`config.mk`:
```
export PLATFORM = sky130hd
export DESIGN_NAME = booth_mult_seq
export DESIGN_NICKNAME = d
export VERILOG_FILES = /design/src/rtl/mult_pkg.sv /design/src/rtl/booth_step.sv /design/src/rtl/booth_mult_seq.sv
export SDC_FILE = /design/constraint.sdc
export NUM_CORES = 1
export LEC_CHECK = 0
export ABC_CLOCK_PERIOD_IN_PS = 10800
export CAP_MARGIN = 40
export CORE_MARGIN = 2
export CORE_UTILIZATION = 25
export DETAILED_ROUTE_END_ITERATION = 10
export GPL_TIMING_DRIVEN = 0
export PLACE_DENSITY_LB_ADDON = 0.05
export SYNTH_ARGS = -nofsm -noshare
export SYNTH_HDL_FRONTEND = slang
export SYNTH_SLANG_ARGS = --single-unit
```
`constraint.sdc`:
```
create_clock -name clk -period 10.8 [get_ports clk]
set_input_delay 1.62 -clock clk [delete_from_list [all_inputs] [get_ports clk]]
set_output_delay 1.62 -clock clk [all_outputs]
set_load 0.02 [all_outputs]
```
`src/rtl/mult_pkg.sv`:
```
// Shared types and helpers for the sequential Booth multiplier.
package mult_pkg;

    typedef enum logic {IDLE, RUN} state_t;

    localparam int unsigned MAX_WIDTH = 64;

    // Extends the low `width` bits of value to MAX_WIDTH+2 bits.
    // Callers truncate the result to the width they need.
    function automatic logic [MAX_WIDTH+1:0] ext_operand(
        input logic [MAX_WIDTH-1:0] value,
        input logic                 is_signed,
        input int unsigned          width
    );
        logic [MAX_WIDTH+1:0] padded;
        logic [MAX_WIDTH+1:0] result;
        logic                 fill;
        padded = {2'b00, value};
        fill   = is_signed & padded[width-1];
        result = '0;
        for (int unsigned i = 0; i < MAX_WIDTH + 2; i++) begin
            result[i] = (i < width) ? padded[i] : fill;
        end
        return result;
    endfunction

endpackage

```
`src/rtl/booth_step.sv`:
```
// One radix-2 Booth iteration: add/subtract by the {Q[0], q_1} pair, then arithmetic shift right.
module booth_step #(
    parameter int unsigned WIDTH = 32
) (
    input  logic [2*WIDTH+3:0] p,
    input  logic [WIDTH+1:0]   m_ext,
    output logic [2*WIDTH+3:0] p_next
);

    logic [WIDTH+1:0] acc;
    logic [WIDTH+1:0] acc_upd;

    assign acc = p[2*WIDTH+3:WIDTH+2];

    always_comb begin
        acc_upd = acc;
        case (p[1:0])
            2'b10:   acc_upd = acc - m_ext;
            2'b01:   acc_upd = acc + m_ext;
            default: acc_upd = acc;
        endcase
        // Old Q[0] falls into q_1; the accumulator MSB is replicated.
        p_next = {acc_upd[WIDTH+1], acc_upd, p[WIDTH+1:1]};
    end

endmodule

```
`src/rtl/booth_mult_seq.sv`:
```
// Sequential radix-2 Booth multiplier, signed or unsigned per operation, with start/busy/done and abort.
module booth_mult_seq
    import mult_pkg::*;
#(
    parameter int unsigned WIDTH = 32
) (
    input  logic             clk,
    input  logic             reset,
    input  logic             start,
    input  logic             is_signed,
    input  logic             abort,
    input  logic [WIDTH-1:0] entradaA,
    input  logic [WIDTH-1:0] entradaB,
    output logic             busy,
    output logic             done,
    output logic [WIDTH-1:0] hi,
    output logic [WIDTH-1:0] lo
);

    localparam int unsigned CNT_W = $clog2(WIDTH + 2);
    localparam int unsigned P_W   = 2 * WIDTH + 4;
    localparam int unsigned M_W   = WIDTH + 2;
    localparam int unsigned B_W   = WIDTH + 1;

    state_t           state;
    state_t           state_nxt;
    logic [CNT_W-1:0] cnt;
    logic [P_W-1:0]   p;
    logic [P_W-1:0]   p_next;
    logic [M_W-1:0]   m_ext;
    logic             load;
    logic             step;
    logic             finish;

    booth_step #(.WIDTH(WIDTH)) u_step (
        .p      (p),
        .m_ext  (m_ext),
        .p_next (p_next)
    );

    always_comb begin
        state_nxt = state;
        load      = 1'b0;
        step      = 1'b0;
        finish    = 1'b0;
        case (state)
            IDLE: begin
                if (start && !abort) begin
                    load      = 1'b1;
                    state_nxt = RUN;
                end
            end
            RUN: begin
                if (abort) begin
                    state_nxt = IDLE;
                end else begin
                    step = 1'b1;
                    if (cnt == CNT_W'(WIDTH)) begin
                        finish    = 1'b1;
                        state_nxt = IDLE;
                    end
                end
            end
            default: state_nxt = IDLE;
        endcase
    end

    always_ff @(posedge clk or posedge reset) begin
        if (reset) begin
            state <= IDLE;
            done  <= 1'b0;
            cnt   <= '0;
            p     <= '0;
            m_ext <= '0;
            hi    <= '0;
            lo    <= '0;
        end else begin
            state <= state_nxt;
            done  <= finish;
            if (load) begin
                m_ext <= M_W'(ext_operand(64'(entradaA), is_signed, WIDTH));
                p     <= {{M_W{1'b0}}, B_W'(ext_operand(64'(entradaB), is_signed, WIDTH)), 1'b0};
                cnt   <= '0;
            end else if (step) begin
                p   <= p_next;
                cnt <= cnt + CNT_W'(1);
            end
            // Product is {A_acc, Q} after the last shift; q_1 at bit 0 is dropped.
            if (finish) begin
                {hi, lo} <= p_next[2*WIDTH:1];
            end
        end
    end

    assign busy = (state == RUN);

endmodule

```
Yosys cells after proc, flatten, opt, wreduce, memory -nomap -nowiden
Cells that the tools add are included.
{ "totals": {"regBits": 173, "mem_bits_ro": 0, "n_memories": 0, "latch_bits": 0, "ram_bits": 0} }
{ "op_classes": {"n_div": 0, "n_shift": 0, "mux": 15, "n_bitwise": 3, "order_cmp": 0, "n_reduce_logical": 3, "eq_ne": 3, "addsub": 3, "multipliers": 0} }
{ "ops": {"columns": ["op", "count"], "rows": [
  ["two-way mux 68 bit", 2],
  ["case mux 34 bit (2 select lines)", 1],
  ["adder 34 bit", 1],
  ["subtractor 34 bit", 1],
  ["two-way mux 6 bit", 2],
  ["two-way mux 1 bit", 9],
  ["adder 6 x 1 -> 6 bit, second input constant", 1],
  ["== test 6 bit, second input constant", 1],
  ["AND 1 bit", 2],
  ["== test 2 x 1 -> 1 bit, second input constant", 1],
  ["== test 2 bit, second input constant", 1],
  ["case mux 1 bit (2 select lines)", 1],
  ["nonzero test 2 bit", 1],
  ["logical AND 1 bit", 1],
  ["zero test 1 bit", 1],
  ["inverter 1 bit", 1]
]} }

Depth between registers and ports, before layout
Gate-level depths: netlist of the first run.
{ "logic_depth": {"depth_word": 5, "depth_mapped": 20, "ltp_nobuf": 20} }

Modules after synthesis
From an unflattened synthesis of the first run, not the netlist that was laid out.
{ "unflattened": {"cells_unflattened": 939, "hier_area_um2": 9890.7} }
{ "modules_own_cells": {"columns": ["mod", "cells_each", "seq_area_each_um2", "area_each_um2", "instances"], "rows": [
  ["booth_mult_seq", 472, 4329.2, 6774.0, 1],
  ["booth_step", 467, 0.0, 3116.7, 1]
]} }

Worst setup path before layout of the first run
Ideal clock, no wire load.
{ "synth_timing": {"path_kind": "reg-to-reg", "start": "register m_ext[18]", "end": "register p[66]", "t_arrival_ns": 3.906, "setup_slack_ns": 6.772, "n_path_buf": 0, "stages_incl_launch_ff": 19, "setup_ns": 0.122, "path_cell_list": "dfrtp_1 or4_4 or3_4 nor3_4 nand2b_2 nor2_1 nor4b_1 nor2_1 xnor2_1 ha_1 and2_1 and2_1 a21o_1 o211ai_1 o211ai_1 a21o_1 a21oi_1 xnor2_1 o21ai_1"} }
{ "synth_via": {"elab_chain_cells": 4} }
{ "synth_lines": {"columns": ["element", "line_no", "rtl"], "rows": [
  ["from (decl)", "booth_mult_seq.sv:30", "logic [M_W-1:0] m_ext;"],
  ["from (signal assigned)", "booth_mult_seq.sv:81", "m_ext <= M_W'(ext_operand(64'(entradaA), is_signed, WIDTH));"],
  ["adder 34 bit or subtractor 34 bit (tied branches)", "booth_step.sv:19, booth_step.sv:18", null],
  ["case mux 34 bit (2 select lines) (*)", "booth_step.sv:17", "case (p[1:0])"],
  ["two-way mux 68 bit (*)", "booth_mult_seq.sv:84", "end else if (step) begin"],
  ["two-way mux 68 bit (*)", "booth_mult_seq.sv:80", "if (load) begin"],
  ["to (signal assigned)", "booth_mult_seq.sv:82", "p <= {{M_W{1'b0}}, B_W'(ext_operand(64'(entradaB), is_signed, WIDTH)), 1'b0};"],
  ["to (signal assigned)", "booth_mult_seq.sv:85", "p <= p_next;"],
  ["to (decl)", "booth_mult_seq.sv:28", "logic [P_W-1:0] p;"]
]} }
Every way passes the cells marked *; elsewhere a longest branch is shown, timed or not. The select of a mux whose other input is x is not followed.
A chain may end at the register's enable or synchronous reset.

Worst setup path after layout of the first run
{ "layout_timing": {"start": "register m_ext[0]", "end": "register p[60]"} }
Same word-level chain as after synthesis.

==> metrics.md, run 1 <==
| Metric | Value |
|---|---|
| Cell Count, Final, Fillers Out | 1733 |
| Inserted Clock Buffers | 17 |
| Max Cap Viol | 0 |
| Crit path launch type | flip-flop |
| Hold Violations, Final | 0 |
| CP required | 11.10 ns |
| Clock Latency Late Sink | 0.45 ns |
| DRT iter0 DRCs | 319 |
| Post-DP HPWL | 24600 um |
| Post-CTS Hold Fix Bufs | 0 |
| RSZ-0062 raised after global routing | no |
| Nets | 1359 |
| Top cells by area, synth | dfrtp_1 (46%), nand2_1 (12%), ha_1 (4.9%) |
| Core area | 36700 um2 |
| Pwr Density | 233 nW/um2 |
| Share of layout cells above drive strength 1 | 3.79% |
| Avg WL per Cell | 19.1 um |
| Multi-input logic area | 4740 um2 |
| H-tree depth | 4 |
| Routed Antenna Nets | 0 |
| Crit. End Element | flip-flop |
| Setup Viol. Count Final | 0 |
| Mapped Nets | 1202 |
| Mapped Area | 9360 um2 |
| Power, Total | 2.79 mW |
| FP Rows | 70 |
| Hold Slack | 0.481 ns |
| Vias | 8208 |
| Root buffer cell | clkbuf_16 |
| Synthesis-stage register bit count | 172 |
| Register area | 4300 um2 |
| TNS Setup | 0 ns |
| Clock buffer depth | 2 |
| Synth top area share | 46.0% |
| Crit path kind | reg2reg |
| Met2 wire length | 15100 um |
| Routed wire length | 33200 um |
| Slew HR | 45.0% |
| First-pass GRT wire length | 51800 um |
| DRC | 0 |
| Dpl cell area | 11400 um2 |
| Post-CTS Setup Repair Bufs | 0 |
| # fillers | 3918 |
| Die area | 39000 um2 |
| Sequential share of the synthesized area | 46.0% |
| CP Buf/Inv Count | 1 |
| CP max stage cell | dfrtp_1 |
| Resize count post-CTS | 0 |
| Period Utilization, post-route | 45.4% |
| Num ports | 135 |
| CP cell instances | inv_1 -> ha_1 -> nand3b_1 -> nor4_1 -> nor2b_1 -> nand2_1 -> nor2_1 -> a21oi_1 -> xnor2_1 -> ha_1 -> a21o_1 -> a21o_1 -> a21o_1 -> a211oi_1 -> o221ai_1 -> a31oi_1 -> xor2_1 -> nor2_1 -> a21oi_1 -> o21ai_0 |
| Number of synthesized flops with an enable pin | 0 |
| Vias in the first global route | 8602 |
| Hold Startpoint | lo[24]$_DFFE_PP0P_ |
| Library cells used by synthesis | 56 |
| CP most frequent cell | a21o_1 |
| Worst EP arrival | 5.20 ns |
| Number of diodes | 0 |
| Port Buf Inserts | 134 |
| Worst hold path class | reg2reg |
| Lkg Pwr | 5.43 nW |
| Commonest cells after routing, fill and taps aside | nand2_1 (309), dfrtp_1 (172), clkdlybuf4s50_1 (134), a21oi_1 (66), o21ai_0 (59) |
| Synth Flop Type | dfrtp_1 |
| Crit path from | m_ext[0]$_DFFE_PP0P_ |
| Commonest non-fill, non-tap cell in the layout | nand2_1 |
| Slew Limit Fails | 0 |
| Fin crit period | 4.90 ns |
| Clock transition at the registers of the reported paths | 0.07 ns |
| Largest area contributor in the netlist | dfrtp_1 |
| Syn_area_per_cell | 8.54 um2 |
| Total global routing overflow | 0 |
| Dpl cells | 1701 |
| Top sig layer | met5 |
| Largest net degree at the start of global routing | 108 |
| CP max stage delay | 0.42 ns |
| Clk_skew | 0.0140 ns |
| Worst VDD drop | 0.107 mV |
| Async SR Flop Fraction | 100% |
| Met1 WL | 15900 um |
| Vias per cell | 4.74 |
| Die Wd | 197 um |
| Final Cell Area | 12000 um2 |
| CP top delay family | compound AO/OA/AOI/OAI gates |
| Post-synthesis instance total | 1095 |
| Synth warnings | 0 |
| RR Startpoint | m_ext[0]$_DFFE_PP0P_ |
| Die Span Y | 197 um |
| Max Clk Rate | 204 MHz |
| DR pass1 iterations | 5 |
| Overall Global Routing Usage | 17.7% |
| Starting Density | 25.5% |
| Max FO, Critical Path | 7 |
| Routed wl met3 | 1560 um |
| Slew @ Worst Pin | 0.826 ns |
| Clk sinks | 172 |
| GP Congestion | 0.805 |
| Run status | finished clean |
| Initial antenna violation count | 7 |
| Layout Area Growth over Synthesis | 27.8% |
| CTS tree | yes |
## worst reg2reg max path: cells and delay by family, from the launching register on
kind,cells,cell delay (ns)
adder cells (fa/ha/maj),2,0.56
buffers and inverters,1,0.09
flip-flops,1,0.42
AND/OR/NAND/NOR,6,1.31
AO/OA/AOI/OAI,9,1.96
XOR/XNOR,2,0.40
## worst paths after layout
| kind | to | slack, ns | depth (start not counted) |
|---|---|---|---|
| max | p[60]$_DFFE_PP0P_ | 5.90 | 20 |
| min | lo[24]$_DFFE_PP0P_ | 0.48 | 2 |
| max reg2reg | p[60]$_DFFE_PP0P_ | 5.90 | 20 |
| min reg2reg | lo[24]$_DFFE_PP0P_ | 0.48 | 2 |
| max in group asynchronous | p[58]$_DFFE_PP0P_ | 8.20 | 3 |
| min in group asynchronous | lo[23]$_DFFE_PP0P_ | 1.73 | 2 |
## registers in the layout, indices dropped and copies added (netlist names)
name / count
lo: 32
busy: 1
cnt: 6
m_ext: 33
done: 1
hi: 32
p: 67
## where the power goes
part | leakage, nW | internal (mW) | switching [mW] | total [mW]
Combinational | 2.86 | 0.504 | 0.765 | 1.27
Clock | 0.294 | 0.364 | 0.291 | 0.656
Sequential | 2.28 | 0.752 | 0.114 | 0.866
Total | 5.43 | 1.62 | 1.17 | 2.79
## per-stage QoR
stage / util, % / setup WS [ns]
floorplan: - / 4.52
global placement: 30.7 / 1.29
detailed placement: 30.9 / 5.84
CTS: 32.6 / 5.80
global route: 32.6 / 5.49
finish: 32.6 / 5.90
## synthesized netlist by cell type, drive strengths merged (8+ instances only)
| master | number |
|---|---|
| nand2 | 309 |
| dfrtp | 172 |
| o21ai | 79 |
| a21oi | 68 |
| nor2 | 58 |
| clkbuf | 55 |
| nand3 | 46 |
| ha | 37 |
| xor2 | 36 |
| a22oi | 32 |
| xnor2 | 24 |
| a21o | 21 |
| inv | 17 |
| a31oi | 14 |
| nor3 | 14 |
| nand2b | 11 |
| and2 | 9 |
| buf | 9 |
| mux2i | 9 |
| nor2b | 8 |
## cell type report
class	instances	share of cell area (%)
sequential	172	36.0
tap	468	4.90
inverter	17	0.596
timing repair buffer	138	11.8
multi-input combinational	842	39.6
clock inverter	10	1.07
clock buffer	22	3.97
buffer	64	2.09
## metal layers
metal | vias to the layer above | track usage (%)
met5 | - | 0
met3 | 38 | 4.59
met2 | 141 | 28.6
li1 | 4060 | -
met4 | 12 | 4.79
met1 | 3957 | 23.3
## cell families after synthesis
logic type      share of synthesized area, %
flops                                   46.0
buf+inv                                 3.36
xor+xnor                                5.62
simple gates                            22.7
compound gates                          15.9
fa+ha+maj                               5.16
mux                                     1.20
(Power assumes the default switching activity.)
==> inputs of run 2 (changes only) <==
Settings changed: ABC_CLOCK_PERIOD_IN_PS 10800 to 5000.
Clock period 10.8 ns to 5 ns, I/O delays scaled along.
==> metrics.md, run 2 (synthesized netlist as in run 1, its figures left out) <==
| Metric | Value |
|---|---|
| Core area | 36700 um2 |
| Slew HR | 45.4% |
| Vias | 8221 |
| Starting Density | 25.5% |
| CP required | 5.32 ns |
| H-tree depth | 4 |
| Power, Total | 6.07 mW |
| RR Startpoint | m_ext[18]$_DFFE_PP0P_ |
| DRT iter0 DRCs | 373 |
| Max FO, Critical Path | 5 |
| GP Congestion | 0.810 |
| # fillers | 3940 |
| Layout Area Growth over Synthesis | 29.0% |
| Worst VDD drop | 0.227 mV |
| Die Wd | 197 um |
| Nets | 1362 |
| Crit path from | m_ext[18]$_DFFE_PP0P_ |
| Die area | 39000 um2 |
| Port Buf Inserts | 134 |
| Cell Count, Final, Fillers Out | 1738 |
| Post-CTS Hold Fix Bufs | 0 |
| TNS Setup | 0 ns |
| DRC | 0 |
| DR pass1 iterations | 7 |
| Vias in the first global route | 8649 |
| Top reg by flops | p |
| Overall Global Routing Usage | 17.8% |
| Routed wire length | 33100 um |
| First-pass GRT wire length | 52000 um |
| Clock buffer depth | 2 |
| Dpl cells | 1704 |
| Number of cells on the worst reg-to-reg path | 18 |
| Hold Violations, Final | 0 |
| Avg WL per Cell | 19.0 um |
| Clk sinks | 172 |
| Pwr Density | 503 nW/um2 |
| Clock Latency Late Sink | 0.46 ns |
| Largest net degree at the start of global routing | 36 |
| Hold Slack | 0.478 ns |
| Commonest cells after routing, fill and taps aside | nand2_1 (309), dfrtp_1 (172), clkdlybuf4s50_1 (134), a21oi_1 (66), o21ai_0 (59) |
| Initial antenna violation count | 7 |
| Share of layout cells above drive strength 1 | 4.65% |
| RSZ-0062 raised after global routing | no |
| Max Cap Viol | 0 |
| R2R setup slack | 0.35 ns |
| Root buffer cell | clkbuf_16 |
| Crit path kind | reg2reg |
| Worst EP arrival | 4.98 ns |
| Inserted Clock Buffers | 17 |
| Setup Viol. Count Final | 0 |
| Total global routing overflow | 0 |
| Clock transition at the registers of the reported paths | 0.08 ns |
| Die Span Y | 197 um |
| Num ports | 135 |
| End of the critical path | hi[29]$_DFFE_PP0P_ |
| Worst hold path class | reg2reg |
| Slew Limit Fails | 0 |
| Routed Antenna Nets | 0 |
| Crit path launch type | flip-flop |
| Largest register FFs | 67 |
| Vias per cell | 4.73 |
| FP Rows | 70 |
| Largest regs | p (67), m_ext (33) |
| Crit. End Element | flip-flop |
| FF-to-FF End | hi[29]$_DFFE_PP0P_ |
| Slew @ Worst Pin | 0.819 ns |
| Lkg Pwr | 5.47 nW |
| Max Clk Rate | 215 MHz |
| Commonest non-fill, non-tap cell in the layout | nand2_1 |
| CTS tree | yes |
| Fin crit period | 4.65 ns |
| Run status | finished clean |
| Period Utilization, post-route | 93.1% |
| Clk_skew | 0.0151 ns |
| Post-DP HPWL | 25100 um |
## run 2: changes by cell type in the layout (fill, tap and decap cells not counted), moves of 2 or more
cell | before | now
clkbuf_8 | 4 | 1
clkinv_8 | 0 | 3
clkbuf_1 | 56 | 54
diode_2 | 0 | 2
buf_12 | 0 | 5
clkinv_4 | 2 | 0
inv_6 | 3 | 6
## run 2: power by group
part	leakage, nW	internal [mW]	switching [mW]
clock network	0.302	0.765	0.689
registers	2.28	1.62	0.251
logic	2.89	1.10	1.65
## run 2: layout make-up
type                            instances  area, um2  area share, %
Multi-Input combinational cell        842       4770           39.5
Sequential cell                       172       4300           35.7
Timing Repair Buffer                  141       1470           12.2
Tap cell                              468        586           4.85
Clock buffer                           17        425           3.52
Buffer                                 64        250           2.07
Clock inverter                         15        196           1.63
Inverter                               17       67.6          0.560
Antenna cell                            2       5.00         0.0415
## run 2: metal layers
metal  wire length [um]  vias to the layer above  GRT usage (%)
li1                   -                     4066              -
met1              15400                     3976           23.1
met2              15500                      142           28.8
met3               1700                       27           5.34
met4                391                       10           4.43
met5                 68                        -              0
## run 2: stage by stage
step | util [%] | setup WS (ns) | instance area [um2]
4_1_cts | 32.8 | 0.0876 | 12000
6_report | 32.9 | 0.346 | 12100
5_1_grt | 32.9 | 0.0312 | 12100
2_1_floorplan | - | 0.972 | 9360
3_5_place_dp | 31.1 | 0.0855 | 11400
3_3_place_gp | 30.8 | 0.0428 | 11300
## run 2: repair_timing
item,CTS,global route
endpoints found under the setup margin,1,9
resized for setup,1,6
pin swaps,0,1
setup buffers,0,0
## run 2: how the worst min path moves through the flow
stage,start,endpoint,slack (ns),cells after the start
2_1_floorplan,cnt[5]$_DFFE_PP0P_,cnt[5]$_DFFE_PP0P_,0.45,1
3_3_place_gp,lo[28]$_DFFE_PP0P_,lo[28]$_DFFE_PP0P_,0.46,2
3_5_place_dp,lo[17]$_DFFE_PP0P_,lo[17]$_DFFE_PP0P_,0.46,2
4_1_cts,lo[4]$_DFFE_PP0P_,lo[4]$_DFFE_PP0P_,0.49,2
5_1_grt,lo[15]$_DFFE_PP0P_,lo[15]$_DFFE_PP0P_,0.51,2
6_report,lo[4]$_DFFE_PP0P_,lo[4]$_DFFE_PP0P_,0.48,2
## run 2: worst max-delay path: stages (launching register included)
cell      delay [ns]
dfrtp_1         0.45
or4_4           0.54
or3_4           0.36
nor3_4          0.14
nand2b_2        0.12
nor2_1          0.12
nor4b_1         0.52
nor2_1          0.11
xnor2_1         0.22
ha_1            0.33
and2_1          0.21
and2_1          0.19
a21o_1          0.19
or2_0           0.21
a31o_2          0.22
xnor2_1         0.18
nor2_1          0.06
a21oi_1         0.25
o21ai_1         0.11
